## src/rtl/fetch_unit_if.sv

```systemverilog
// Signal bundle between the fetch unit and its neighbours: instruction memory,
// redirect source and decode. master = fetch unit side, slave = environment side.
interface fetch_unit_if #(
  parameter int XLEN   = 64,
  parameter int INST_W = 32
);
  logic              imem_req_valid;
  logic              imem_req_ready;
  logic [XLEN-1:0]   imem_req_addr;
  logic              imem_rsp_valid;
  logic [INST_W-1:0] imem_rsp_data;
  logic              redirect_valid;
  logic [XLEN-1:0]   redirect_pc;
  logic              inst_valid;
  logic              inst_ready;
  logic [INST_W-1:0] inst;
  logic [XLEN-1:0]   inst_pc;
  logic              misalign_err;

  modport master (
    output imem_req_valid, imem_req_addr,
    input  imem_req_ready,
    input  imem_rsp_valid, imem_rsp_data,
    input  redirect_valid, redirect_pc,
    output inst_valid, inst, inst_pc,
    input  inst_ready,
    output misalign_err
  );

  modport slave (
    input  imem_req_valid, imem_req_addr,
    output imem_req_ready,
    output imem_rsp_valid, imem_rsp_data,
    output redirect_valid, redirect_pc,
    input  inst_valid, inst, inst_pc,
    output inst_ready,
    input  misalign_err
  );
endinterface

```

## src/rtl/fetch_unit.sv

```systemverilog
// Instruction fetch unit: credit-limited in-order fetch, DEPTH-entry instruction queue, flushing redirects.
// Optional misaligned-redirect halt is enabled by defining FETCH_MISALIGN_CHECK_EN.
module fetch_unit #(
  parameter int              XLEN     = 64,
  parameter int              INST_W   = 32,
  parameter int              DEPTH    = 4,
  parameter logic [XLEN-1:0] RESET_PC = 64'h8000_0000
) (
  input  logic          clk,
  input  logic          rst,
  fetch_unit_if.master  bus
);
  localparam int PW = $clog2(DEPTH);
  localparam int CW = $clog2(DEPTH) + 1;
  localparam logic [CW+1:0] DEPTH_C = (CW+2)'(DEPTH);

  logic [XLEN-1:0]   r_fetch_pc;
  logic [XLEN-1:0]   r_rsp_pc;
  logic [XLEN-1:0]   r_q_pc   [DEPTH];
  logic [INST_W-1:0] r_q_inst [DEPTH];
  logic [PW-1:0]     r_rd_ptr;
  logic [PW-1:0]     r_wr_ptr;
  logic [CW-1:0]     r_count;
  logic [CW-1:0]     r_live;
  logic [CW-1:0]     r_drop;

  logic              w_halted;
  logic [XLEN-1:0]   w_redirect_pc;
  logic [CW+1:0]     w_credit;
  logic              w_accept;
  logic              w_rsp_drop;
  logic              w_rsp_live;
  logic              w_push;
  logic              w_pop;

`ifdef FETCH_MISALIGN_CHECK_EN
  // state   | meaning
  // ST_RUN  | fetch requests may issue
  // ST_HALT | misaligned redirect seen; no issue, in-flight responses drained as drops
  typedef enum logic {ST_RUN, ST_HALT} state_t;

  state_t r_state;
  state_t w_state_nxt;
  logic   r_misalign_err;
  logic   w_misalign_nxt;

  always_ff @(posedge clk) begin
    if (!rst) begin
      r_state        <= ST_RUN;
      r_misalign_err <= 1'b0;
    end else begin
      r_state        <= w_state_nxt;
      r_misalign_err <= w_misalign_nxt;
    end
  end

  always_comb begin
    w_state_nxt    = r_state;
    w_misalign_nxt = r_misalign_err;
    if (bus.redirect_valid) begin
      if (bus.redirect_pc[1:0] != 2'b00) begin
        w_state_nxt    = ST_HALT;
        w_misalign_nxt = 1'b1;
      end else begin
        w_state_nxt    = ST_RUN;
        w_misalign_nxt = 1'b0;
      end
    end
  end

  assign w_halted         = (r_state == ST_HALT);
  assign bus.misalign_err = r_misalign_err;
  assign w_redirect_pc    = bus.redirect_pc;
`else
  logic [1:0] w_unused_lsb;

  assign w_unused_lsb     = bus.redirect_pc[1:0];
  assign w_halted         = 1'b0;
  assign bus.misalign_err = 1'b0;
  assign w_redirect_pc    = {bus.redirect_pc[XLEN-1:2], 2'b00};
`endif

  // Requests are only issued when every outstanding or buffered fetch has a queue slot.
  assign w_credit           = {2'b00, r_live} + {2'b00, r_drop} + {2'b00, r_count};
  assign bus.imem_req_valid = rst & ~w_halted & (w_credit < DEPTH_C);
  assign bus.imem_req_addr  = r_fetch_pc;

  assign bus.inst_valid = rst & (r_count != '0);
  assign bus.inst       = r_q_inst[r_rd_ptr];
  assign bus.inst_pc    = r_q_pc[r_rd_ptr];

  assign w_accept   = bus.imem_req_valid & bus.imem_req_ready;
  assign w_rsp_drop = bus.imem_rsp_valid & (r_drop != '0);
  assign w_rsp_live = bus.imem_rsp_valid & (r_drop == '0) & (r_live != '0);
  assign w_push     = w_rsp_live & ~bus.redirect_valid;
  assign w_pop      = bus.inst_valid & bus.inst_ready;

  always_ff @(posedge clk) begin
    if (!rst) begin
      r_fetch_pc <= RESET_PC;
      r_rsp_pc   <= RESET_PC;
      r_rd_ptr   <= '0;
      r_wr_ptr   <= '0;
      r_count    <= '0;
      r_live     <= '0;
      r_drop     <= '0;
    end else if (bus.redirect_valid) begin
      // Everything still in flight, including this cycle's accept, becomes a drop.
      r_fetch_pc <= w_redirect_pc;
      r_rsp_pc   <= w_redirect_pc;
      r_rd_ptr   <= '0;
      r_wr_ptr   <= '0;
      r_count    <= '0;
      r_live     <= '0;
      r_drop     <= r_drop + r_live + CW'(w_accept) - CW'(w_rsp_drop | w_rsp_live);
    end else begin
      if (w_accept) r_fetch_pc <= r_fetch_pc + XLEN'(4);
      if (w_push) begin
        r_rsp_pc <= r_rsp_pc + XLEN'(4);
        r_wr_ptr <= r_wr_ptr + PW'(1);
      end
      if (w_pop) r_rd_ptr <= r_rd_ptr + PW'(1);
      r_live  <= r_live + CW'(w_accept) - CW'(w_rsp_live);
      r_drop  <= r_drop - CW'(w_rsp_drop);
      r_count <= r_count + CW'(w_push) - CW'(w_pop);
    end
  end

  always_ff @(posedge clk) begin
    if (w_push) begin
      r_q_pc[r_wr_ptr]   <= r_rsp_pc;
      r_q_inst[r_wr_ptr] <= bus.imem_rsp_data;
    end
  end
endmodule

```

## src/flat_wrapper.sv

```systemverilog
// flat-port wrapper written by rule: the top's interface ports become plain ports
module fetch_unit_flat 
#(
  parameter int              XLEN     = 64,
  parameter int              INST_W   = 32,
  parameter int              DEPTH    = 4,
  parameter logic [XLEN-1:0] RESET_PC = 64'h8000_0000
)
  (clk, rst, bus_imem_req_valid, bus_imem_req_addr, bus_imem_req_ready, bus_imem_rsp_valid, bus_imem_rsp_data, bus_redirect_valid, bus_redirect_pc, bus_inst_valid, bus_inst, bus_inst_pc, bus_inst_ready, bus_misalign_err);
  fetch_unit_if #(.XLEN(XLEN), .INST_W(INST_W)) bus_i ();
  input  logic clk;
  input  logic rst;
  output wire logic [$bits(bus_i.imem_req_valid)-1:0] bus_imem_req_valid;
  output wire logic [$bits(bus_i.imem_req_addr)-1:0] bus_imem_req_addr;
  input wire logic [$bits(bus_i.imem_req_ready)-1:0] bus_imem_req_ready;
  input wire logic [$bits(bus_i.imem_rsp_valid)-1:0] bus_imem_rsp_valid;
  input wire logic [$bits(bus_i.imem_rsp_data)-1:0] bus_imem_rsp_data;
  input wire logic [$bits(bus_i.redirect_valid)-1:0] bus_redirect_valid;
  input wire logic [$bits(bus_i.redirect_pc)-1:0] bus_redirect_pc;
  output wire logic [$bits(bus_i.inst_valid)-1:0] bus_inst_valid;
  output wire logic [$bits(bus_i.inst)-1:0] bus_inst;
  output wire logic [$bits(bus_i.inst_pc)-1:0] bus_inst_pc;
  input wire logic [$bits(bus_i.inst_ready)-1:0] bus_inst_ready;
  output wire logic [$bits(bus_i.misalign_err)-1:0] bus_misalign_err;
  assign bus_imem_req_valid = bus_i.imem_req_valid;
  assign bus_imem_req_addr = bus_i.imem_req_addr;
  assign bus_i.imem_req_ready = bus_imem_req_ready;
  assign bus_i.imem_rsp_valid = bus_imem_rsp_valid;
  assign bus_i.imem_rsp_data = bus_imem_rsp_data;
  assign bus_i.redirect_valid = bus_redirect_valid;
  assign bus_i.redirect_pc = bus_redirect_pc;
  assign bus_inst_valid = bus_i.inst_valid;
  assign bus_inst = bus_i.inst;
  assign bus_inst_pc = bus_i.inst_pc;
  assign bus_i.inst_ready = bus_inst_ready;
  assign bus_misalign_err = bus_i.misalign_err;
  fetch_unit #(.XLEN(XLEN), .INST_W(INST_W), .DEPTH(DEPTH), .RESET_PC(RESET_PC)) u_core (.clk(clk), .rst(rst), .bus(bus_i));
endmodule
```

## config.mk

```make
export PLATFORM = sky130hd
export DESIGN_NAME = fetch_unit_flat
export DESIGN_NICKNAME = d
export VERILOG_FILES = /design/src/rtl/fetch_unit_if.sv /design/src/rtl/fetch_unit.sv /design/src/flat_wrapper.sv
export SDC_FILE = /design/constraint.sdc
export NUM_CORES = 1
export LEC_CHECK = 0
export CAP_MARGIN = 5
export CORE_ASPECT_RATIO = 1.2
export CORE_MARGIN = 2
export CORE_UTILIZATION = 40
export DETAILED_ROUTE_END_ITERATION = 10
export HOLD_SLACK_MARGIN = 0.02
export RECOVER_POWER = 25
export SETUP_SLACK_MARGIN = 0.02
export SLEW_MARGIN = 20
export SYNTH_ARGS = -nofsm -noshare
export SYNTH_HDL_FRONTEND = slang
export SYNTH_SLANG_ARGS = --single-unit
export TNS_END_PERCENT = 1
```

## constraint.sdc

```tcl
create_clock -name clk -period 6.55 [get_ports clk]
set_input_delay 1.31 -clock clk [delete_from_list [all_inputs] [get_ports clk]]
set_output_delay 1.31 -clock clk [all_outputs]
set_load 0.005 [all_outputs]
```

==> reports/qor.csv, run 1 <==
metric,value,unit
first-pass GRT wire length,80.7,mm
die area,54200,um2
CTS tree,yes,
Buffers on Ports,257,
Final GP Congestion,0.812,
Post-CTS Resized,0,
Worst-Margin Slew,1.10,ns
Worst IR Drop VDD,193,uV
DR WL/cell,22.9,um
period utilisation layout,0.711,
detailed-placement wirelength estimate,35.8,mm
"most common cell after layout, fill and taps aside",edfxtp_1,
unrepaired setup endpoints after global routing,false,
Relative slew margins,0.263,
Highest Clock Rate,215,MHz
Synth cell types,55,
"Seq/Total Area, Yosys",0.672,
setup_tns,0,ns
power per cell area,273,nW/um2
fillers,4410,
CP Capture Type,output port,
Leak,8.30,nW
Layout Nets,1760,
"Top FF cell, synth",edfxtp_1,
Max Cap Viol,0,
GR peak layer,met2,
Root Buffer,clkbuf_16,
Flop pwr share,0.517,
Critical Path RT,5.24,ns
core area,51600,um2
Crit path top cell by count,ha_1,
yosys warns,0,
diode count,0,
hold_buf cts,0,
drt via density,5.39,
peak fanout along the critical path,5,
Critical Path Max Stage Delay,0.51,ns
combinational share of power,0.062,
drt initial violations,1041,
Hold Fails Final Rpt,0,
Post-Syn Instances,1370,
setup bufs post-CTS,0,
Fin Hold WS,0.496,ns
growth of design area from synthesis to finish,24.5,%
"commonest non-fill, non-tap cells in the layout","376 x edfxtp_1, 252 x clkdlybuf4s50_1, 137 x dfxtp_1",
CP Class,reg -> out,
crit path DAT,3.35,ns
Initial Util,0.406,
Pint,5.55,mW
layout cell share with drive strength beyond 1,0.129,
Worst-Skew Late Latency,0.60,ns
Global Route Usage Sum,0.201,
"Buf+Inv Stages, Crit Path",1,
vias post-DR,12784,
final wirelength,54.4,mm
crit path launch type,flip-flop,
Clk pwr share,0.421,
Clock Tree Buf Depth,3,
Top Family by Delay on Critical Path,adder cells,
clock-pin slew on the worst setup and hold paths,0.06,ns
number of enable flip-flop cells after synthesis,376,
min Tclk post-route,4.66,ns
ys async rst share,0,
total power,7.12,mW
slowest CP cell,clkdlybuf4s50_1,
remaining antenna violation count,0,
status,completed,
Switch Pwr,1.57,mW
Avg Inst Size Synth,15.3,um2
met3 Use GR,0.0464,
switching portion of total power,0.221,
1st-pass router iterations,5,
Max Slew Vio Count,0,
Clock Skews,0.0317,ns
pin count of the biggest net entering global routing,81,
gr ovfl total,0,
IO Pins,265,
Post-Layout Cell Count,2374,
placed cell count,2278,
Die H,255,um
routing usage on met1,0.273,
htree depth,2,
num rows,91,
#FFs+latches synth,515,
initial antenna violation count,3,
chip width,213,um
Final setup viols,0,
TritonCTS Buffers,51,
met2 Use GR,0.325,
Mapped Area,20900,um2
Min-Delay Path Class,reg -> reg,
clock sink count,515,
vias in the first global route,12979,
# DRC,0,
worst path cell trace,ha_1 -> fa_1 -> ha_1 -> or2_4 -> a2111oi_4 -> and2_2 -> clkdlybuf4s50_1,
final cells by class:
| type | count | area (um2) | share of cell area |
|---|---|---|---|
| clock buffers | 72 | 1450 | 0.0555 |
| repair buffers | 274 | 2760 | 0.106 |
| inverters | 29 | 111 | 0.00427 |
| clock inverters | 24 | 284 | 0.0109 |
| multi-input cells | 763 | 6500 | 0.250 |
| flip-flops and latches | 515 | 14100 | 0.540 |
| well taps | 697 | 872 | 0.0335 |
routing by layer:
layer,part of all wire,up-vias
met5,0.00085,-
li1,-,5846
met2,0.48,418
met4,0.021,6
met3,0.071,85
met1,0.43,6429
flip-flops by register name (all words and copies together) (netlist names), named ones only:
| name | flops |
|---|---|
| u_core.r_drop | 3 |
| u_core.r_q_pc | 248 |
| u_core.r_count | 3 |
| u_core.r_wr_ptr | 2 |
| u_core.bus.imem_req_addr | 62 |
| u_core.r_rd_ptr | 2 |
| u_core.r_q_inst | 128 |
| u_core.r_live | 3 |
| u_core.r_rsp_pc | 62 |
through the flow:
stage,cell area (um2),utilization,worst slack (ns)
2_1_floorplan,21000,-,1.49
3_3_place_gp,24300,0.472,1.92
3_5_place_dp,24300,0.472,1.88
4_1_cts,26100,0.505,1.86
5_1_grt,26100,0.505,1.70
6_report,26100,0.505,1.89
Yosys cell counts (32+ instances only):
master / instances / share of area
edfxtp_1: 376 / 0.54
dfxtp_1: 139 / 0.13
a21oi_1: 116 / 0.028
mux4_2: 94 / 0.10
xnor2_1: 70 / 0.029
o21ai_0: 62 / 0.015
nand2_1: 57 / 0.010
xor2_1: 56 / 0.023
nand3_1: 43 / 0.010
clkbuf_1: 42 / 0.0075
nand4_1: 38 / 0.011
nor3_1: 34 / 0.0081
and3_1: 32 / 0.0096
final timing paths:
check | start | end | slack (ns) | depth (start not counted)
min | u_core.r_wr_ptr[1] | u_core.r_wr_ptr[1] | 0.50 | 2
max | u_core.r_live[0] | bus_imem_req_valid | 1.89 | 7
min reg2reg | u_core.r_wr_ptr[1] | u_core.r_wr_ptr[1] | 0.50 | 2
max reg2reg | u_core.r_live[0] | u_core.bus.imem_req_addr[62] | 2.78 | 9
tightest hold or removal path, delay by kind of cell (launching register included):
| family | cells | cell delay [ns] |
|---|---|---|
| flops | 1 | 0.33 |
| simple gates | 1 | 0.06 |
| compound gates | 1 | 0.05 |
logic make-up after synthesis:
family	Yosys count	share of synthesized area
flip-flops	515	0.672
other	1	0.000179
buffers and inverters	96	0.0199
adder cells (fa/ha/maj)	24	0.0161
XOR/XNOR	126	0.0527
AND/OR/NAND/NOR	313	0.0861
AO/OA/AOI/OAI	200	0.0511
multiplexers	95	0.102
power groups by stage:
stage / logic, mW / clock network, mW / registers [mW]
floorplan: 0.224 / 0 / 3.72
detailed placement: 0.442 / 0 / 3.76
global route: 0.483 / 3.18 / 3.70
global placement: 0.436 / 0 / 3.75
CTS: 0.445 / 3.07 / 3.69
finish: 0.439 / 3.00 / 3.69
Power figures use the tool's default switching activity.
==> run 2, diff against run 1 <==
clock period = 3.94 ns   (was 6.55 ns; I/O delays follow)
==> run 2 against run 1 <==
Effect of this change: clock-buffer cell count decreased by 2; non-clock buffer count increased by 21; final area increased by 0.64%; register-to-register slack got worse by 2.3 ns; sequential power increased by 66%; flip-flop and latch count unchanged; cell count increased by 0.80%; clock power increased by 60%; hold slack improved by 0.0025 ns; critical endpoint unchanged; largest power group unchanged; highest routed layer unchanged.
==> reports/qor.csv, run 2 (synthesized netlist as in run 1, its figures left out) <==
metric,value,unit
DR WL/cell,22.5,um
vias post-DR,12795,
Hold Fails Final Rpt,0,
"most common cell after layout, fill and taps aside",edfxtp_1,
detailed-placement wirelength estimate,36.1,mm
TritonCTS Buffers,50,
power per cell area,445,nW/um2
min Tclk post-route,3.66,ns
Fin Hold WS,0.499,ns
fillers,4381,
CP Capture Type,output port,
Clock Tree Buf Depth,3,
initial antenna violation count,3,
Root Buffer,clkbuf_16,
switching portion of total power,0.222,
Buffers on Ports,257,
Biggest register,u_core.r_q_pc,
Layout Nets,1780,
CTS tree,yes,
Final GP Congestion,0.824,
Worst-Margin Slew,0.846,ns
max reg flops,248,
Critical Path RT,3.15,ns
clock sink count,515,
Max Cap Viol,0,
Worst IR Drop VDD,311,uV
total power,11.7,mW
crit path launch type,flip-flop,
Clock Skews,0.0227,ns
num rows,91,
design area,26200,um2
setup_tns,0,ns
layout cell share with drive strength beyond 1,0.143,
Pint,9.08,mW
Global Route Usage Sum,0.199,
Final setup viols,0,
Final WS setup,0.275,ns
htree depth,2,
drt via density,5.35,
clock-pin slew on the worst setup and hold paths,0.06,ns
first-pass GRT wire length,80.5,mm
period utilisation layout,0.930,
Die H,255,um
placed cell count,2298,
final wirelength,53.9,mm
CP Class,reg -> out,
Top Registers,"u_core.r_q_pc (248), u_core.r_q_inst (128)",
pin count of the biggest net entering global routing,138,
remaining antenna violation count,0,
Max Slew Vio Count,0,
status,completed,
Hold Path Depth,2,
Switch Pwr,2.59,mW
Highest Clock Rate,273,MHz
"commonest non-fill, non-tap cells in the layout","376 x edfxtp_1, 251 x clkdlybuf4s50_1, 135 x dfxtp_1",
Area after DPL,24600,um2
core area,51600,um2
Initial Util,0.406,
Post-Layout Cell Count,2393,
Min-Delay Path Class,reg -> reg,
1st-pass router iterations,7,
drt initial violations,958,
Clk pwr share,0.411,
unrepaired setup endpoints after global routing,false,
crit path DAT,2.88,ns
peak fanout along the critical path,4,
dpl ws,0.380,ns
Flop pwr share,0.525,
Worst-Skew Late Latency,0.60,ns
chip width,213,um
final cell utilization of the core,0.508,
combinational share of power,0.064,
IO Pins,265,
R2R depth,11,
Leak,8.38,nW
die area,54200,um2
vias in the first global route,13086,
growth of design area from synthesis to finish,25.3,%
gr ovfl total,0,
# DRC,0,
Relative slew margins,0.431,
-- run 2: what timing repair did --
action | in CTS | in global routing
gates resized for setup | 6 | 0
hold buffers | 0 | 0
setup endpoints to repair | 1 | 0
buffers inserted | 1 | 0
-- run 2: final cells by class --
class,instances,area (um2),area share
antenna,1,2.50,0.0000954
clock buffer,70,1390,0.0529
clock inverter,23,248,0.00945
inverter,29,111,0.00425
multi-input combinational,763,6510,0.248
sequential,515,14100,0.537
tap,697,872,0.0333
timing repair buffer,295,3010,0.115
-- run 2: worst max-delay path, stage by stage, from the launching register on --
cell	delay, ns
dfxtp_2	0.34
ha_2	0.19
fa_1	0.37
xor2_1	0.16
ha_1	0.28
nand2b_4	0.15
a2111oi_4	0.36
and2_4	0.20
dlygate4sd2_1	0.24
-- run 2: path summary, 6_finish.rpt --
path	slack [ns]	to	start
min reg2reg	0.50	u_core.r_wr_ptr[1]	u_core.r_wr_ptr[1]
max	0.28	bus_imem_req_valid	u_core.r_drop[0]
max reg2reg	0.49	u_core.bus.imem_req_addr[56]	u_core.r_drop[0]
min	0.50	u_core.r_wr_ptr[1]	u_core.r_wr_ptr[1]
-- run 2: per-layer routing --
layer	global-route usage	routed length (um)	up-vias
met5	0	30	-
met4	0.0521	1110	4
met3	0.0472	3480	78
met2	0.326	25700	378
met1	0.268	23700	6456
li1	-	-	5879
-- run 2: power by group through the flow --
stage	Combinational [mW]	Sequential (mW)	Clock (mW)
global placement	0.729	6.23	0
detailed placement	0.738	6.24	0
CTS	0.759	6.12	4.90
global route	0.828	6.15	5.10
finish	0.751	6.13	4.79
floorplan	0.373	6.19	0
